### config.mk
export PLATFORM = sky130hd
export DESIGN_NAME = read_rc4_flat
export DESIGN_NICKNAME = d
export VERILOG_FILES = /design/src/rtl/read_rc4_if.sv /design/src/rtl/read_rc4.sv /design/src/flat_wrapper.sv
export SDC_FILE = /design/constraint.sdc
export NUM_CORES = 1
export LEC_CHECK = 0
export BUFFER_PORTS_ARGS = -buffer_cell sky130_fd_sc_hd__buf_4
export CAP_MARGIN = 20
export CORE_MARGIN = 1
export CORE_UTILIZATION = 30
export CTS_CLUSTER_DIAMETER = 150
export DETAILED_ROUTE_END_ITERATION = 10
export PLACE_DENSITY = 0.48
export SLEW_MARGIN = 0
export SYNTH_ARGS = -nofsm -noshare
export SYNTH_HDL_FRONTEND = slang
export SYNTH_SLANG_ARGS = --single-unit
### constraint.sdc
create_clock -name clk -period 3.1 [get_ports clk]
set_input_delay 0 -clock clk [delete_from_list [all_inputs] [get_ports clk]]
set_output_delay 0 -clock clk [all_outputs]
set_load 0.01 [all_outputs]
### src/rtl/read_rc4_if.sv
// Request, memory-read and output-stream signals of the read_rc4 burst reader.
// The reader itself connects through the slave modport; its driver uses master.
interface read_rc4_if;
  logic       start;
  logic [3:0] base_addr;
  logic [4:0] len;
  logic       abort;
  logic       rd_1;
  logic [3:0] addo;
  logic [3:0] mem_data;
  logic [3:0] out_data;
  logic       out_valid;
  logic       out_ready;
  logic       busy;
  logic       done;

  modport slave (
    input  start, base_addr, len, abort, mem_data, out_ready,
    output rd_1, addo, out_data, out_valid, busy, done
  );

  modport master (
    output start, base_addr, len, abort, mem_data, out_ready,
    input  rd_1, addo, out_data, out_valid, busy, done
  );
endinterface

### src/rtl/read_rc4.sv
// Burst reader: issues up to 16 nibble reads from a wrapping 4-bit address space
// and streams the returned data through a 2-entry FIFO with valid/ready flow control.
module read_rc4 (
  input  logic      clk,
  input  logic      rst,
  read_rc4_if.slave bus
);

  typedef enum logic [1:0] {
    IDLE  = 2'd0,
    RUN   = 2'd1,
    DRAIN = 2'd2
  } state_t;

  state_t     state;
  logic [3:0] base_q;
  logic [4:0] len_q;
  logic [4:0] issued;
  logic       inflight;
  logic       done_q;

  logic [3:0] fifo_mem [2];
  logic       rd_ptr;
  logic       wr_ptr;
  logic [1:0] count;

  logic [4:0] len_clamped;
  logic       pop;
  logic       rd;
  logic       last_transfer;
  logic       flush;
  logic [2:0] occupancy;

  // A read may issue only if the FIFO can still hold its data after this
  // cycle's pop, counting the read already on its way back from memory.
  always_comb begin
    len_clamped   = (bus.len > 5'd16) ? 5'd16 : bus.len;
    pop           = (count != 2'd0) && bus.out_ready;
    occupancy     = {1'b0, count} + {2'b00, inflight} - {2'b00, pop};
    rd            = !rst && (state == RUN) && !bus.abort &&
                    (issued < len_q) && (occupancy < 3'd2);
    last_transfer = (state == DRAIN) && pop && (count == 2'd1) && !inflight;
    flush         = bus.abort && (state != IDLE);
  end

  assign bus.rd_1      = rd;
  assign bus.addo      = rd ? (base_q + issued[3:0]) : 4'h0;
  assign bus.out_valid = (count != 2'd0);
  assign bus.out_data  = fifo_mem[rd_ptr];
  assign bus.busy      = (state != IDLE);
  assign bus.done      = done_q;

  always_ff @(posedge clk) begin
    if (rst) begin
      state    <= IDLE;
      base_q   <= 4'h0;
      len_q    <= 5'd0;
      issued   <= 5'd0;
      inflight <= 1'b0;
      done_q   <= 1'b0;
    end else begin
      done_q   <= 1'b0;
      inflight <= rd;
      case (state)
        IDLE: begin
          if (bus.start && !bus.abort) begin
            base_q <= bus.base_addr;
            len_q  <= len_clamped;
            issued <= 5'd0;
            if (len_clamped == 5'd0) begin
              done_q <= 1'b1;
            end else begin
              state <= RUN;
            end
          end
        end
        RUN: begin
          if (bus.abort) begin
            state <= IDLE;
          end else if (rd) begin
            issued <= issued + 5'd1;
            if (issued + 5'd1 == len_q) begin
              state <= DRAIN;
            end
          end
        end
        DRAIN: begin
          if (bus.abort) begin
            state <= IDLE;
          end else if (last_transfer) begin
            state  <= IDLE;
            done_q <= 1'b1;
          end
        end
        default: state <= IDLE;
      endcase
    end
  end

  // Returned data lands one cycle after its read; an abort drops both the
  // buffered nibbles and the one still in flight (inflight is zero next cycle).
  always_ff @(posedge clk) begin
    if (rst) begin
      fifo_mem[0] <= 4'h0;
      fifo_mem[1] <= 4'h0;
      rd_ptr      <= 1'b0;
      wr_ptr      <= 1'b0;
      count       <= 2'd0;
    end else if (flush) begin
      rd_ptr <= 1'b0;
      wr_ptr <= 1'b0;
      count  <= 2'd0;
    end else begin
      if (inflight) begin
        fifo_mem[wr_ptr] <= bus.mem_data;
        wr_ptr           <= ~wr_ptr;
      end
      if (pop) begin
        rd_ptr <= ~rd_ptr;
      end
      case ({inflight, pop})
        2'b10:   count <= count + 2'd1;
        2'b01:   count <= count - 2'd1;
        default: count <= count;
      endcase
    end
  end

endmodule

### src/flat_wrapper.sv
// flat-port wrapper written by rule: the top's interface ports become plain ports
module read_rc4_flat 
  (clk, rst, bus_start, bus_base_addr, bus_len, bus_abort, bus_mem_data, bus_out_ready, bus_rd_1, bus_addo, bus_out_data, bus_out_valid, bus_busy, bus_done);
  read_rc4_if bus_i ();
  input  logic clk;
  input  logic rst;
  input wire logic [$bits(bus_i.start)-1:0] bus_start;
  input wire logic [$bits(bus_i.base_addr)-1:0] bus_base_addr;
  input wire logic [$bits(bus_i.len)-1:0] bus_len;
  input wire logic [$bits(bus_i.abort)-1:0] bus_abort;
  input wire logic [$bits(bus_i.mem_data)-1:0] bus_mem_data;
  input wire logic [$bits(bus_i.out_ready)-1:0] bus_out_ready;
  output wire logic [$bits(bus_i.rd_1)-1:0] bus_rd_1;
  output wire logic [$bits(bus_i.addo)-1:0] bus_addo;
  output wire logic [$bits(bus_i.out_data)-1:0] bus_out_data;
  output wire logic [$bits(bus_i.out_valid)-1:0] bus_out_valid;
  output wire logic [$bits(bus_i.busy)-1:0] bus_busy;
  output wire logic [$bits(bus_i.done)-1:0] bus_done;
  assign bus_i.start = bus_start;
  assign bus_i.base_addr = bus_base_addr;
  assign bus_i.len = bus_len;
  assign bus_i.abort = bus_abort;
  assign bus_i.mem_data = bus_mem_data;
  assign bus_i.out_ready = bus_out_ready;
  assign bus_rd_1 = bus_i.rd_1;
  assign bus_addo = bus_i.addo;
  assign bus_out_data = bus_i.out_data;
  assign bus_out_valid = bus_i.out_valid;
  assign bus_busy = bus_i.busy;
  assign bus_done = bus_i.done;
  read_rc4 u_core (.clk(clk), .rst(rst), .bus(bus_i));
endmodule
==> reports/qor.yml <==
outcome:
  status: "finished clean"
yosys:
  async_reset_ff_share_pct: 0
  synth_top_cell_by_area: "dfxtp_1"
  ys.flop_type: "dfxtp_1"
  syn-instance-count: 201
  avgSynthCellArea_um2: 8.870
  synth_edf_count: 8
  yosysTopAreaCellShare_pct: 25.82
  ys_seq_elements: 31
  syn_nets: 232
  ys_top_cells_by_area: "dfxtp_1 (26%), edfxtp_1 (13%), ha_1 (7.7%), inv_1 (4.4%), nand2_1 (4.4%)"
  ys_types: 44
  synth_area_mm2: 0.001783
  ys_seq_area_share_pct: 39.30
  yosys_warnings: 0
power_and_ir_drop:
  seqPwrFrac_pct: 49.2
  p_leak_nw: 0.9695
  ir_worst_vdd_mv: 0.1748
  power.share.switching_pct: 24.81
  clock_power_share_pct: 36.4
  power_mw: 0.8913
  powerDensity_mw_per_mm2: 395.5
  p_sw_mw: 0.2211
  intPower_mw: 0.6702
  combinationalPowerShare_pct: 14.4
timing:
  rsz0062_at_grt: "false"
  fin_crit_sh_pct: 90.99
  finalSetupTns_ps: 0
  final.setup_skew_ps: 8.887
  finalWorstSetupSlack_ps: 279.3
  slew_headroom_pct: 59.85
  fmax_mhz: 354.5
  maxSlewViolCount: 0
  setup_viol: 0
  hold_viol: 0
  worst_slew_pin_slew_ps: 600.0
  min_period_ps: 2821
setup_path:
  cp.required_ps: 3100
  crit_arrival_ps: 2820
  cp_top_family: "simple AND/OR/NAND/NOR gates"
  worstSetupPathType: "reg2out"
  worstReg2RegStart: "u_core.count[1]"
  slowest_stage: "fa_1"
  worst-path-buf-inv: 4
  cp-start-kind: "flop"
  crit_start: "u_core.count[1]"
  cp-end-kind: "output pin"
  critical_path.max_fanout: 7
  slowest_delay_ps: 410
  r2r_slack_ps: 290
  path_common_cell: "buf_4"
  path_cells: "inv_1 > ha_1 > nand2b_1 > xnor2_1 > nand2_1 > fa_1 > xor2_1 > nor3_1 > nand4_1 > buf_4 > inv_2 > and2_1 > buf_4"
finish:
  final_cell_mix: "buf_4 (31), dfxtp_1 (22), inv_1 (21), nand2_1 (21), nor2_1 (19)"
  antenna_cells: 0
  drive_gt1_share_pct: 20.25
  fillers: 600
  final_common_cell: "buf_4"
  layout.nets: 272
  fin_area_mm2: 0.002253
  area_delta_synth_final_pct: 26.39
  utilization_pct: 40.18
floorplanning:
  start_util_pct: 31.79
  die_h_um: 79.09
  dieArea_mm2: 0.006255
  core_region_area_mm2: 0.005608
  die_x_um: 79.09
  row_count: 27
  pin_count: 30
route:
  wl_per_cell_um: 11.97
  drcViolationCount: 0
  wirelength_mm: 3.760
  antenna_left: 0
  vias: 1427
  firstDrtPassIters: 4
  vias_per_cell: 4.545
  drt-initial-drc-count: 46
placement:
  post-place-ws_ps: 195.8
  post-dp-hpwl_mm: 2.808
  gp_congestion: 0.7594
  place_area_mm2: 0.002081
  portBuffers: 29
global_routing:
  grt_use_total_pct: 13.42
  grt_antenna_before_repair: 0
  gr-total-overflow: 0
  grt_max_degree: 18
  grt_pass1_wl_mm: 6.368
  grt_pass1_vias: 1371
clocking:
  cts_setup_buffers: 0
  cts.sinks: 31
  insertion_delay_ps: 280
  cts_max_level: 2
  cts_root_buf: "clkbuf_8"
  cts_tree: "built"
  clkTransAtPathRegs_ps: 70
  cts_max_path_buffers: 2
  cts_made_buffers: 5
hold_path:
  holdCritPathClass: "in2reg"
  hold_start: "bus_len[3]"
job:
  cap_violations: 0
repair_timing:
item                                    in CTS  in global routing
hold buffers                                 8                  0
resized for setup                            0                  1
endpoints found under the setup margin       0                  3
endpoints found under the hold margin        8                  0
cell usage after synthesis, types with 2 or more instances:
master	instances
dfxtp_1	23
inv_1	21
nand2_1	21
nor2_1	19
a21oi_1	12
ha_1	11
edfxtp_1	8
xnor2_1	6
xor2_1	6
and2_1	5
nor3_1	5
a21o_1	4
clkbuf_1	4
mux2_2	4
nand2b_1	4
nand3_1	4
nor3b_1	4
o21ai_0	4
nand3b_1	3
a31oi_1	2
buf_2	2
fa_1	2
nand4_1	2
o211ai_1	2
o21ai_1	2
or2_2	2
or3_1	2
power by group through the flow:
stage                     Combinational, mW  Sequential (mW)  Clock (mW)
final                                 0.128            0.438       0.325
after global routing                  0.146            0.440       0.364
after CTS                             0.130            0.438       0.340
after detailed placement              0.122            0.447           0
after global placement                0.122            0.447           0
after floorplan                      0.0790            0.444           0
logic make-up after synthesis:
family,after synthesis,share of synthesized area (%)
buffers and inverters,28,6.035
AOI/OAI and AO/OA,34,13.19
adders and majority gates,13,9.965
xor gates and xnor gates,12,5.895
DFF,31,39.30
and+or+nand+nor,77,21.68
muxes,6,3.929
state kept, by name, indices dropped and copies added (netlist names), named ones only:
name / count
u_core.wr_ptr: 1
u_core.count: 2
u_core.rd_ptr: 1
u_core.base_q: 4
u_core.state: 2
u_core.len_q: 5
u_core.fifo_mem: 8
u_core.inflight: 1
u_core.bus.done: 1
u_core.issued: 5
area by class of cell:
type                    count  area, um2  share of cell area, %
well taps                  72      90.09                  3.998
flip-flops and latches     31      701.9                  31.15
inverters                  22      82.58                  3.665
multi-input cells         142      974.7                  43.25
repair buffers             39      312.8                  13.88
clock inverters             1      5.005                 0.2221
clock buffers               7      86.33                  3.831
tightest hold or removal path, cell delays in order:
cell and delay [ps]:
buf_4 110, nand3b_1 70, a21oi_1 60
layer usage:
layer  GRT usage, %  share of wire [%]  vias to the layer above
li1               -                  -                      763
met1          17.29                 49                      626
met2          20.34                 43                       32
met3          4.598                5.6                        6
met4          5.455                1.7                        0
met5              0                  0                        -
final timing paths:
path                                          to  cells past startpoint
worst max-delay path                 bus_addo[0]                     13
worst min-delay path             u_core.len_q[3]                      3
worst max register to register  u_core.issued[0]                     11
worst min register to register  u_core.base_q[2]                      2
stage by stage:
| step | std cells | hold slack, ps |
|---|---|---|
| after floorplan | 201 | 136.0 |
| after global routing | 314 | 10.53 |
| after global placement | 298 | 247.9 |
| after detailed placement | 298 | 257.2 |
| after CTS | 314 | 1.352 |
| final | 314 | 7.690 |
(Power assumes the default switching activity.)
